File: config.mk
export PLATFORM = sky130hd
export DESIGN_NAME = alu_seq_muldiv_flat
export DESIGN_NICKNAME = d
export VERILOG_FILES = /design/src/rtl/alu_seq_muldiv_pkg.sv /design/src/rtl/alu_seq_muldiv_if.sv /design/src/rtl/alu_seq_muldiv_iter.sv /design/src/rtl/alu_seq_muldiv.sv /design/src/flat_wrapper.sv
export SDC_FILE = /design/constraint.sdc
export NUM_CORES = 1
export LEC_CHECK = 0
export ABC_AREA = 0
export CORE_MARGIN = 2
export CORE_UTILIZATION = 45
export DETAILED_ROUTE_END_ITERATION = 12
export PLACE_DENSITY = 0.63
export SYNTH_ARGS = -nofsm -noshare
export SYNTH_HDL_FRONTEND = slang
export SYNTH_SLANG_ARGS = --single-unit
File: constraint.sdc
create_clock -name CLK -period 14 [get_ports CLK]
set_input_delay 2.8 -clock CLK [delete_from_list [all_inputs] [get_ports CLK]]
set_output_delay 2.8 -clock CLK [all_outputs]
set_load 0.05 [all_outputs]
File: src/rtl/alu_seq_muldiv_pkg.sv
// Shared opcode and FSM state definitions for the sequential ALU with
// iterative unsigned multiply/divide.
package alu_seq_pkg;

  localparam logic [3:0] ALU_AND  = 4'b0000;
  localparam logic [3:0] ALU_OR   = 4'b0001;
  localparam logic [3:0] ALU_ADD  = 4'b0010;
  localparam logic [3:0] ALU_XOR  = 4'b0011;
  localparam logic [3:0] ALU_SUB  = 4'b0100;
  localparam logic [3:0] ALU_MULU = 4'b0101;
  localparam logic [3:0] ALU_SLT  = 4'b0110;
  localparam logic [3:0] ALU_NOR  = 4'b0111;
  localparam logic [3:0] ALU_SLTU = 4'b1000;
  localparam logic [3:0] ALU_SLL  = 4'b1001;
  localparam logic [3:0] ALU_SRL  = 4'b1010;
  localparam logic [3:0] ALU_SRA  = 4'b1011;
  localparam logic [3:0] ALU_DIVU = 4'b1100;

  typedef enum logic [1:0] {
    IDLE = 2'b00,
    BUSY = 2'b01,
    DONE = 2'b10
  } state_e;

  // Opcodes handled by the multi-cycle core rather than the one-cycle datapath.
  function automatic logic is_iterative(input logic [3:0] fun);
    return (fun == ALU_MULU) || (fun == ALU_DIVU);
  endfunction

endpackage

File: src/rtl/alu_seq_muldiv_if.sv
// Issue/result handshake bundle between the decode stage (master) and the
// execution unit (slave).
interface alu_seq_muldiv_if #(
  parameter int DATA_WIDTH = 32,
  parameter int FUN_WIDTH  = 4
) ();

  logic                  In_Valid;
  logic                  In_Ready;
  logic [DATA_WIDTH-1:0] A;
  logic [DATA_WIDTH-1:0] B;
  logic [FUN_WIDTH-1:0]  ALU_FUN;
  logic                  Out_Valid;
  logic                  Out_Ready;
  logic [DATA_WIDTH-1:0] ALU_OUT;
  logic [DATA_WIDTH-1:0] ALU_OUT_HI;
  logic                  Zero_Flag;
  logic                  Overflow_Flag;
  logic                  DivZero_Flag;

  modport master (
    output In_Valid, A, B, ALU_FUN, Out_Ready,
    input  In_Ready, Out_Valid, ALU_OUT, ALU_OUT_HI,
           Zero_Flag, Overflow_Flag, DivZero_Flag
  );

  modport slave (
    input  In_Valid, A, B, ALU_FUN, Out_Ready,
    output In_Ready, Out_Valid, ALU_OUT, ALU_OUT_HI,
           Zero_Flag, Overflow_Flag, DivZero_Flag
  );

endinterface

File: src/rtl/alu_seq_muldiv_iter.sv
// Iterative unsigned multiply (shift-add) / divide (restoring) core. One
// iteration per cycle; done_o flags the final iteration and hi_o/lo_o carry its result.
module alu_iter_muldiv #(
  parameter int DATA_WIDTH = 32
) (
  input  logic                  clk,
  input  logic                  rst,
  input  logic                  start_i,
  input  logic                  mode_i,
  input  logic [DATA_WIDTH-1:0] a_i,
  input  logic [DATA_WIDTH-1:0] b_i,
  output logic                  done_o,
  output logic [DATA_WIDTH-1:0] hi_o,
  output logic [DATA_WIDTH-1:0] lo_o,
  output logic                  divzero_o
);

  localparam int N     = DATA_WIDTH;
  localparam int CNT_W = $clog2(DATA_WIDTH) + 1;

  logic             busy_q, busy_d;
  logic             div_q, div_d;
  logic [N-1:0]     hi_q, hi_d;
  logic [N-1:0]     lo_q, lo_d;
  logic [N-1:0]     opnd_q, opnd_d;
  logic [CNT_W-1:0] cnt_q, cnt_d;

  logic [N:0]       sum_s;
  logic [N:0]       shifted_s;
  logic [N:0]       trial_s;
  logic [N-1:0]     hi_step_s;
  logic [N-1:0]     lo_step_s;
  logic             last_s;

  // One iteration: hi:lo is the product accumulator or remainder:quotient pair.
  always_comb begin
    sum_s     = {1'b0, hi_q} + (lo_q[0] ? {1'b0, opnd_q} : {(N+1){1'b0}});
    shifted_s = {hi_q, lo_q[N-1]};
    trial_s   = shifted_s - {1'b0, opnd_q};
    if (div_q) begin
      if (!trial_s[N]) begin
        hi_step_s = trial_s[N-1:0];
        lo_step_s = {lo_q[N-2:0], 1'b1};
      end else begin
        hi_step_s = shifted_s[N-1:0];
        lo_step_s = {lo_q[N-2:0], 1'b0};
      end
    end else begin
      hi_step_s = sum_s[N:1];
      lo_step_s = {sum_s[0], lo_q[N-1:1]};
    end
  end

  assign last_s    = busy_q && (cnt_q == CNT_W'(N - 1));
  assign done_o    = last_s;
  assign hi_o      = hi_step_s;
  assign lo_o      = lo_step_s;
  assign divzero_o = div_q && (opnd_q == {N{1'b0}});

  // Load on start, then iterate until the final step has been taken.
  always_comb begin
    busy_d = busy_q;
    div_d  = div_q;
    hi_d   = hi_q;
    lo_d   = lo_q;
    opnd_d = opnd_q;
    cnt_d  = cnt_q;
    if (start_i) begin
      busy_d = 1'b1;
      div_d  = mode_i;
      hi_d   = {N{1'b0}};
      lo_d   = mode_i ? a_i : b_i;
      opnd_d = mode_i ? b_i : a_i;
      cnt_d  = {CNT_W{1'b0}};
    end else if (busy_q) begin
      hi_d   = hi_step_s;
      lo_d   = lo_step_s;
      cnt_d  = cnt_q + {{(CNT_W-1){1'b0}}, 1'b1};
      busy_d = !last_s;
    end else begin
      busy_d = 1'b0;
    end
  end

  // Iteration state registers.
  always_ff @(posedge clk or posedge rst) begin
    if (rst) begin
      busy_q <= 1'b0;
      div_q  <= 1'b0;
      hi_q   <= {N{1'b0}};
      lo_q   <= {N{1'b0}};
      opnd_q <= {N{1'b0}};
      cnt_q  <= {CNT_W{1'b0}};
    end else begin
      busy_q <= busy_d;
      div_q  <= div_d;
      hi_q   <= hi_d;
      lo_q   <= lo_d;
      opnd_q <= opnd_d;
      cnt_q  <= cnt_d;
    end
  end

endmodule

File: src/rtl/alu_seq_muldiv.sv
// Handshaked execution unit: one-cycle logic/arith/shift ops plus iterative
// MULU/DIVU, with all results and flags held in output registers.
module alu_seq_muldiv
  import alu_seq_pkg::*;
#(
  parameter int DATA_WIDTH = 32,
  parameter int FUN_WIDTH  = 4
) (
  input logic              CLK,
  input logic              RST,
  alu_seq_muldiv_if.slave  bus
);

  localparam int N       = DATA_WIDTH;
  localparam int SHAMT_W = $clog2(DATA_WIDTH);

  state_e       state_q, state_d;
  logic [N-1:0] out_q, out_d;
  logic [N-1:0] hi_q, hi_d;
  logic         zero_q, zero_d;
  logic         ovf_q, ovf_d;
  logic         dz_q, dz_d;

  logic [3:0]         op_s;
  logic [SHAMT_W-1:0] shamt_s;
  logic [N-1:0]       add_s;
  logic [N-1:0]       sub_s;
  logic [N-1:0]       sc_out_s;
  logic               sc_ovf_s;
  logic               start_s;
  logic               core_done_s;
  logic [N-1:0]       core_hi_s;
  logic [N-1:0]       core_lo_s;
  logic               core_dz_s;

  assign op_s    = bus.ALU_FUN[3:0];
  assign shamt_s = bus.B[SHAMT_W-1:0];

  alu_iter_muldiv #(.DATA_WIDTH(N)) u_iter (
    .clk       (CLK),
    .rst       (RST),
    .start_i   (start_s),
    .mode_i    (op_s == ALU_DIVU),
    .a_i       (bus.A),
    .b_i       (bus.B),
    .done_o    (core_done_s),
    .hi_o      (core_hi_s),
    .lo_o      (core_lo_s),
    .divzero_o (core_dz_s)
  );

  // One-cycle datapath evaluated on the live operands at the accept edge.
  always_comb begin
    add_s    = bus.A + bus.B;
    sub_s    = bus.A - bus.B;
    sc_out_s = {N{1'b0}};
    sc_ovf_s = 1'b0;
    case (op_s)
      ALU_AND:  sc_out_s = bus.A & bus.B;
      ALU_OR:   sc_out_s = bus.A | bus.B;
      ALU_XOR:  sc_out_s = bus.A ^ bus.B;
      ALU_NOR:  sc_out_s = ~(bus.A | bus.B);
      ALU_ADD: begin
        sc_out_s = add_s;
        sc_ovf_s = (bus.A[N-1] == bus.B[N-1]) && (add_s[N-1] != bus.A[N-1]);
      end
      ALU_SUB: begin
        sc_out_s = sub_s;
        sc_ovf_s = (bus.A[N-1] != bus.B[N-1]) && (sub_s[N-1] != bus.A[N-1]);
      end
      ALU_SLT:  sc_out_s = {{(N-1){1'b0}}, ($signed(bus.A) < $signed(bus.B))};
      ALU_SLTU: sc_out_s = {{(N-1){1'b0}}, (bus.A < bus.B)};
      ALU_SLL:  sc_out_s = bus.A << shamt_s;
      ALU_SRL:  sc_out_s = bus.A >> shamt_s;
      ALU_SRA:  sc_out_s = $signed(bus.A) >>> shamt_s;
      default:  sc_out_s = {N{1'b0}};
    endcase
  end

  // FSM next state and output register loads; DONE ignores In_Valid entirely.
  always_comb begin
    state_d = state_q;
    out_d   = out_q;
    hi_d    = hi_q;
    zero_d  = zero_q;
    ovf_d   = ovf_q;
    dz_d    = dz_q;
    start_s = 1'b0;
    case (state_q)
      IDLE: begin
        if (bus.In_Valid) begin
          if (is_iterative(op_s)) begin
            start_s = 1'b1;
            state_d = BUSY;
          end else begin
            out_d   = sc_out_s;
            hi_d    = {N{1'b0}};
            zero_d  = (sc_out_s == {N{1'b0}});
            ovf_d   = sc_ovf_s;
            dz_d    = 1'b0;
            state_d = DONE;
          end
        end else begin
          state_d = IDLE;
        end
      end
      BUSY: begin
        if (core_done_s) begin
          out_d   = core_lo_s;
          hi_d    = core_hi_s;
          zero_d  = (core_lo_s == {N{1'b0}});
          ovf_d   = 1'b0;
          dz_d    = core_dz_s;
          state_d = DONE;
        end else begin
          state_d = BUSY;
        end
      end
      DONE: begin
        if (bus.Out_Ready) begin
          state_d = IDLE;
        end else begin
          state_d = DONE;
        end
      end
      default: state_d = IDLE;
    endcase
  end

  // State and result registers; reset drops any in-flight operation.
  always_ff @(posedge CLK or posedge RST) begin
    if (RST) begin
      state_q <= IDLE;
      out_q   <= {N{1'b0}};
      hi_q    <= {N{1'b0}};
      zero_q  <= 1'b0;
      ovf_q   <= 1'b0;
      dz_q    <= 1'b0;
    end else begin
      state_q <= state_d;
      out_q   <= out_d;
      hi_q    <= hi_d;
      zero_q  <= zero_d;
      ovf_q   <= ovf_d;
      dz_q    <= dz_d;
    end
  end

  assign bus.In_Ready      = (state_q == IDLE);
  assign bus.Out_Valid     = (state_q == DONE);
  assign bus.ALU_OUT       = out_q;
  assign bus.ALU_OUT_HI    = hi_q;
  assign bus.Zero_Flag     = zero_q;
  assign bus.Overflow_Flag = ovf_q;
  assign bus.DivZero_Flag  = dz_q;

endmodule
File: src/flat_wrapper.sv
// flat-port wrapper written by rule: the top's interface ports become plain ports
module alu_seq_muldiv_flat import alu_seq_pkg::*;
#(
  parameter int DATA_WIDTH = 32,
  parameter int FUN_WIDTH  = 4
)
  (CLK, RST, bus_In_Valid, bus_A, bus_B, bus_ALU_FUN, bus_Out_Ready, bus_In_Ready, bus_Out_Valid, bus_ALU_OUT, bus_ALU_OUT_HI, bus_Zero_Flag, bus_Overflow_Flag, bus_DivZero_Flag);
  alu_seq_muldiv_if #(.DATA_WIDTH(DATA_WIDTH), .FUN_WIDTH(FUN_WIDTH)) bus_i ();
  input logic CLK;
  input logic RST;
  input wire logic [$bits(bus_i.In_Valid)-1:0] bus_In_Valid;
  input wire logic [$bits(bus_i.A)-1:0] bus_A;
  input wire logic [$bits(bus_i.B)-1:0] bus_B;
  input wire logic [$bits(bus_i.ALU_FUN)-1:0] bus_ALU_FUN;
  input wire logic [$bits(bus_i.Out_Ready)-1:0] bus_Out_Ready;
  output wire logic [$bits(bus_i.In_Ready)-1:0] bus_In_Ready;
  output wire logic [$bits(bus_i.Out_Valid)-1:0] bus_Out_Valid;
  output wire logic [$bits(bus_i.ALU_OUT)-1:0] bus_ALU_OUT;
  output wire logic [$bits(bus_i.ALU_OUT_HI)-1:0] bus_ALU_OUT_HI;
  output wire logic [$bits(bus_i.Zero_Flag)-1:0] bus_Zero_Flag;
  output wire logic [$bits(bus_i.Overflow_Flag)-1:0] bus_Overflow_Flag;
  output wire logic [$bits(bus_i.DivZero_Flag)-1:0] bus_DivZero_Flag;
  assign bus_i.In_Valid = bus_In_Valid;
  assign bus_i.A = bus_A;
  assign bus_i.B = bus_B;
  assign bus_i.ALU_FUN = bus_ALU_FUN;
  assign bus_i.Out_Ready = bus_Out_Ready;
  assign bus_In_Ready = bus_i.In_Ready;
  assign bus_Out_Valid = bus_i.Out_Valid;
  assign bus_ALU_OUT = bus_i.ALU_OUT;
  assign bus_ALU_OUT_HI = bus_i.ALU_OUT_HI;
  assign bus_Zero_Flag = bus_i.Zero_Flag;
  assign bus_Overflow_Flag = bus_i.Overflow_Flag;
  assign bus_DivZero_Flag = bus_i.DivZero_Flag;
  alu_seq_muldiv #(.DATA_WIDTH(DATA_WIDTH), .FUN_WIDTH(FUN_WIDTH)) u_core (.CLK(CLK), .RST(RST), .bus(bus_i));
endmodule
==> results of run 1 <==
-- cells in the final DEF, fill, tap and decap left out, types with 77 or more instances in the layout --
master             n
a21oi_1          225
clkdlybuf4s50_1  136
dfrtp_1          171
ha_1             165
inv_1            142
mux2i_1          144
nand2_1          355
nor2_1           212
o211ai_1          77
o21ai_0          258
-- layout make-up --
type	instances	area, µm²	area share
diodes	1	2.502	0.0001013
well taps	664	830.8	0.03365
repair buffers	195	1799	0.07287
flip-flops and latches	173	4334	0.1755
clock inverters	13	137.6	0.005574
inverters	148	560.5	0.02270
multi-input cells	2387	16580	0.6716
clock buffers	19	442.9	0.01794
-- power groups by stage --
stage / clock (µW) / combinational [µW] / sequential (µW)
6_report: 485 / 3190 / 990
5_1_grt: 507 / 3480 / 1010
4_1_cts: 491 / 3140 / 980
3_5_place_dp: 0 / 3120 / 984
3_3_place_gp: 0 / 3050 / 983
2_1_floorplan: 0 / 2210 / 1000
-- registers in the layout, indices dropped and copies added (netlist names) --
name	cells
u_core.u_iter.div_q	1
u_core.u_iter.busy_q	1
u_core.u_iter.hi_q	32
u_core.u_iter.opnd_q	32
u_core.bus.Overflow_Flag	1
u_core.bus.Zero_Flag	1
u_core.bus.DivZero_Flag	1
u_core.u_iter.lo_q	32
u_core.bus.ALU_OUT	32
u_core.bus.ALU_OUT_HI	32
u_core.u_iter.cnt_q	6
u_core.state_q	2
-- worst max-delay path: cells and delay by family --
family	cells	cell delay [ps]
AO/OA/AOI/OAI	5	990
multiplexers	1	400
buffers and inverters	2	1560
adder cells (fa/ha/maj)	1	570
AND/OR/NAND/NOR	5	2300
-- worst max path at each step --
stage / startpoint / to / slack [ps] / cells after the start
after floorplan: RST / u_core.bus.ALU_OUT[0]$_DFFE_PP0P_ / 6510 / 1
final: bus_B[0] / u_core.bus.Zero_Flag$_DFFE_PP0P_ / 5720 / 14
after CTS: bus_B[0] / u_core.bus.Zero_Flag$_DFFE_PP0P_ / 5980 / 14
after detailed placement: bus_B[0] / u_core.bus.Zero_Flag$_DFFE_PP0P_ / 5520 / 14
after global routing: bus_B[0] / u_core.bus.Zero_Flag$_DFFE_PP0P_ / 5510 / 14
after global placement: bus_B[0] / u_core.bus.Zero_Flag$_DFFE_PP0P_ / 5560 / 14
-- layer usage --
layer	up-vias	global-route usage
met5	-	0
met2	1431	0.6340
met1	11750	0.5011
met4	2	0.2326
met3	328	0.05395
li1	10840	-
-- per-stage QoR --
| stage | cell area (µm²) | hold WS [ps] | utilization | cells |
|---|---|---|---|---|
| 2_1_floorplan | 22390 | 485.7 | - | 2942 |
| 3_3_place_gp | 24110 | 462.8 | 0.4915 | 3567 |
| 3_5_place_dp | 24110 | 470.4 | 0.4915 | 3567 |
| 4_1_cts | 24690 | 486.2 | 0.5033 | 3599 |
| 5_1_grt | 24690 | 503.1 | 0.5033 | 3599 |
| 6_report | 24690 | 481.3 | 0.5034 | 3600 |
-- kinds of logic (layout without fill, tap and decap cells) --
kind of cell,count (synthesis),count (layout),synth area share
flip-flops,173,173,0.1934
other,0,1,0
XOR/XNOR,63,63,0.02465
multiplexers,222,222,0.1266
adder cells (fa/ha/maj),169,169,0.09579
AND/OR/NAND/NOR,939,939,0.1990
AO/OA/AOI/OAI,994,994,0.2908
buffers and inverters,382,375,0.06980
==> results.txt, run 1 <==
Syn. warnings: 0
Routed len/inst: 28.70 µm
Root buffer cell: clkbuf_16
Status: completed
DP Worst Slack: 5516 ps
Die ar.: 51550 µm²
Hold/Removal Path Class: register to register
Syn Inst Count: 2942
Clock sinks: 173
RePlAce Congestion: 1.136
Post-synthesis net count: 3183
Area of the core: 49050 µm²
Tcrit/Tclk final: 0.5916
Clock power frac: 0.104
Worst Tran Pin Value: 1095 ps
Setup_tns: 0 ps
Initial DRC Count: 3268
Most frequent cell after synthesis: nand2_1
DP Wirelength: 78780 µm
Post-synth EDFFs: 0
Post-cts resize count: 0
CP dominant cell by count: nor4_1
Worst clock skew: 11.37 ps
# IOs: 141
Max cap viols: 0
Post-synth top area cell: dfrtp_1
Peak supply drop: 0.1258 mV
Ys flop type: dfrtp_1
Number of library cell types mapped by synthesis: 95
Antenna violations before repair: 4
Die Y-Extent: 227.1 µm
Overall power: 4666 µW
Mapped Avg Cell Area: 7.610 µm²
Initial core utilization: 0.4564
Worst skew pair latency: 460 ps
CTS max path bufs: 2
WHS Path Cells: 1
Net load switching power: 2448 µW
Final Setup Violations: 0
WHS Endpoint: u_core.bus.ALU_OUT_HI[11]$_DFFE_PP0P_
Rel. slew slack: 0.2703
Area grow syn2layout: 10.28%
Static Leak: 0.01029 µW
Via-to-Cell Ratio: 6.766
Rows: 81
WL met2: 46530 µm
Drt drc: 0
First-pass GRT wire length: 150400 µm
# hold bufs at CTS: 0
CP startpoint kind: input port
Post-synth top cells: nand2_1, o21ai_0, a21oi_1
Clock period minus worst slack: 8283 ps
Number of global-route vias before repair: 22690
Crit Path Category: input port to register
FMAX: 0.1207 GHz
Worst-path clk slew: 70 ps
R2R Setup Slk: 8710 ps
Critical register-to-register path startpoint: u_core.u_iter.lo_q[0]$_DFFE_PP0P_
Pin count of the biggest net entering global routing: 94
H-tree lvl count: 4
Post-synth design cell area: 22390 µm²
Metal-1 WL: 41410 µm
Die W: 227.1 µm
Register area share after synthesis: 0.1934
Vias: 24360
Crit end category: register
Slew Viols, Final: 0
Sw frac: 0.5247
DRT Pass-1 Iters: 6
Arrival @ worst endpoint: 8650 ps
Share of cells above drive strength 1: 0.07223
Pwr/cell area: 189.0 nW/µm²
Top routing layer in use: met5
Number of CTS-inserted buffers: 17
Final Hold Viols: 0
Crit-path max cell delay: 910 ps
Min-delay src: u_core.bus.ALU_OUT_HI[11]$_DFFE_PP0P_
Worst Path Required: 14370 ps
Cells along the critical path: buf_4 -> clkinv_1 -> ha_1 -> mux2i_1 -> o21ai_1 -> a22oi_1 -> o21ai_0 -> nor4_1 -> and4bb_1 -> o2111ai_1 -> or4_1 -> nor4_1 -> nand4b_1 -> o31ai_2
Nets@finish: 3163
RSZ-0062 raised after global routing: false
Post-CTS setup buffer count: 0
Worst R2R Path Depth: 14
Internal power: 2218 µW
Routed wl met3: 8251 µm
Combinational Power Share: 0.684
Antenna viol nets, final: 0
Critical path's slowest cell: clkinv_1
CTS tree: yes
GRT Overall Usage: 0.3926
Synth area leaders: dfrtp_1, ha_1, mux2i_1
Reg-to-reg endpoint: u_core.bus.ALU_OUT_HI[31]$_DFFE_PP0P_
Synth top area share: 0.1934
CP Max Fanout: 63
Filler cell count: 4894
Seq pwr share: 0.212
Grt total ovfl: 0
Worst setup margin: 5717 ps
Synth async-reset ratio: 1.000
Synth Register Bits: 173
Port Buffers: 140
Final wirelength: 103300 µm
No activity file was read; power rests on OpenSTA's default activity.
==> run 2: changes to the inputs <==
Clock period 14 ns to 8.1 ns, I/O delays scaled along.
==> run 2 against run 1 <==
Effect of this change: final cell count increased by 0.56%; design area grew 0.75%; critical path depth up 1; largest cell class unchanged.
==> results.txt, run 2 (synthesis gave the netlist of run 1 again) <==
Share of cells above drive strength 1: 0.07885 (+0.006618)
Number of CTS-inserted buffers: 17 (unchanged)
Pwr/cell area: 325.9 nW/µm² (+72%)
H-tree lvl count: 4 (unchanged)
Die Y-Extent: 227.1 µm (unchanged)
Top routing layer in use: met5
Worst-path clk slew: 70 ps (about the same)
Antenna violations before repair: 3 (-1)
Port Buffers: 140 (unchanged)
Worst clock skew: 9.958 ps (-1.411 ps)
Crit end category: register
Clock sinks: 173 (unchanged)
CTS max path bufs: 2 (unchanged)
Die W: 227.1 µm (unchanged)
Max cap viols: 0 (unchanged)
Antenna viol nets, final: 0 (unchanged)
Initial core utilization: 0.4564 (unchanged)
Worst skew pair latency: 460 ps (about the same)
Dpl cells: 3589 (+0.62%)
Setup_tns: 0 ps (unchanged)
Crit Path Category: input port to register
Rel. slew slack: 0.2385 (-0.03185)
First-pass GRT wire length: 153500 µm (+2.1%)
DP Wirelength: 81360 µm (+3.3%)
Pin count of the biggest net entering global routing: 74 (-21%)
Routed len/inst: 29.07 µm (+1.3%)
Initial DRC Count: 2957 (-9.5%)
Static Leak: 0.01040 µW (+1.1%)
Metal-1 WL: 41760 µm (+0.85%)
Number of global-route vias before repair: 23010 (+1.4%)
Drt drc: 0 (unchanged)
CP Max Fanout: 13 (-79%)
DRT Pass-1 Iters: 8 (+2)
Worst Tran Pin Value: 1128 ps (+33.46 ps)
Area grow syn2layout: 11.12%
Status: completed
Design area: 24880 µm² (+0.75%)
Vias: 24650 (+1.2%)
Final wirelength: 105200 µm (+1.9%)
# IOs: 141 (unchanged)
WHS: 476.1 ps (-5.191 ps)
Tcrit/Tclk final: 0.8434
RSZ-0062 raised after global routing: false
Via-to-Cell Ratio: 6.809 (+0.64%)
Post-cts resize count: 0 (unchanged)
Final Hold Viols: 0 (unchanged)
Grt total ovfl: 0 (unchanged)
Slew Viols, Final: 0 (unchanged)
Final Setup Violations: 0 (unchanged)
Arrival @ worst endpoint: 7210 ps (-1440 ps)
DP Area: 24290 µm² (+0.75%)
Final design utilization: 0.5072 (+0.003801)
RePlAce Congestion: 1.045 (-8.0%)
FMAX: 0.1464 GHz
WL met2: 47850 µm (+2.8%)
Peak supply drop: 0.3132 mV (+150%)
GRT Overall Usage: 0.4015 (+0.008921)
Most frequent cells in the layout: nand2_1, o21ai_0, a21oi_1
CP startpoint kind: input port
CTS tree: yes
Post-route insts no fill: 3620 (+0.56%)
Hold/Removal Path Class: register to register
Commonest non-fill, non-tap cell in the layout: nand2_1
Die ar.: 51550 µm² (unchanged)
Rows: 81 (unchanged)
# hold bufs at CTS: 0 (unchanged)
Worst Path Required: 8470 ps (-5900 ps)
Post-CTS setup buffer count: 0 (unchanged)
Root buffer cell: clkbuf_16
Nets@finish: 3185 (+0.70%)
Clock period minus worst slack: 6832 ps
Area of the core: 49050 µm² (unchanged)
Routed wl met3: 9159 µm (+11%)
run 2: cell count changes in the layout (fill, tap and decap cells not counted):
| cell | delta |
|---|---|
| buf_12 | +2 |
| buf_4 | +20 |
| clkbuf_1 | -1 |
| clkbuf_8 | +1 |
| clkinv_2 | -3 |
| clkinv_4 | +1 |
| clkinvlp_4 | -1 |
| inv_6 | +1 |
| nor4bb_2 | +1 |
| nor4bb_4 | -1 |
run 2: metrics by stage:
| stage | total power, µW | worst slack [ps] |
|---|---|---|
| finish | 8106 | 1268 |
| global route | 8679 | 1161 |
| CTS | 7991 | 1470 |
| detailed placement | 7113 | 998.0 |
| global placement | 6990 | 980.7 |
| floorplan | 5559 | 1792 |
run 2: area by class of cell:
class,instances,area [µm²]
fill,4920,24170
multi-input combinational,2387,16570
sequential,173,4334
timing repair buffer,217,1989
tap,664,830.8
inverter,148,560.5
clock buffer,19,452.9
clock inverter,11,132.6
antenna,1,2.502
run 2: worst paths after layout:
path / slack [ps] / start / cells after the start / to
min in group asynchronous: 1590 / RST / 2 / u_core.u_iter.lo_q[6]$_DFFE_PP0P_
max: 1270 / bus_A[11] / 15 / u_core.bus.Zero_Flag$_DFFE_PP0P_
max in group asynchronous: 5300 / RST / 3 / u_core.u_iter.lo_q[30]$_DFFE_PP0P_
min reg2reg: 480 / u_core.bus.ALU_OUT_HI[27]$_DFFE_PP0P_ / 2 / u_core.bus.ALU_OUT_HI[27]$_DFFE_PP0P_
max reg2reg: 2850 / u_core.u_iter.lo_q[0]$_DFFE_PP0P_ / 14 / u_core.u_iter.hi_q[30]$_DFFE_PP0P_
min: 480 / u_core.bus.ALU_OUT_HI[27]$_DFFE_PP0P_ / 2 / u_core.bus.ALU_OUT_HI[27]$_DFFE_PP0P_
run 2: worst max-delay path: stages:
cell	delay [ps]
clkdlybuf4s50_1	990
inv_1	260
ha_1	560
or4_1	590
or3_1	360
a211oi_1	520
nor3_1	260
nor3_1	350
o21ai_1	170
a21oi_1	140
o21ai_0	200
nand3b_1	240
nor4_1	560
nand4b_1	180
o31ai_2	190
run 2: power by group:
| group | internal, µW | leakage, µW | switching [µW] |
|---|---|---|---|
| Clock | 471 | 0.000283 | 376 |
| Combinational | 2150 | 0.00799 | 3430 |
| Sequential | 1230 | 0.00212 | 451 |
| Total | 3850 | 0.0104 | 4250 |
run 2: layer usage:
| layer | vias up | GRT usage |
|---|---|---|
| li1 | 10870 | - |
| met1 | 11960 | 0.5106 |
| met2 | 1514 | 0.6585 |
| met3 | 306 | 0.06298 |
| met4 | 2 | 0.2092 |
| met5 | - | 0 |
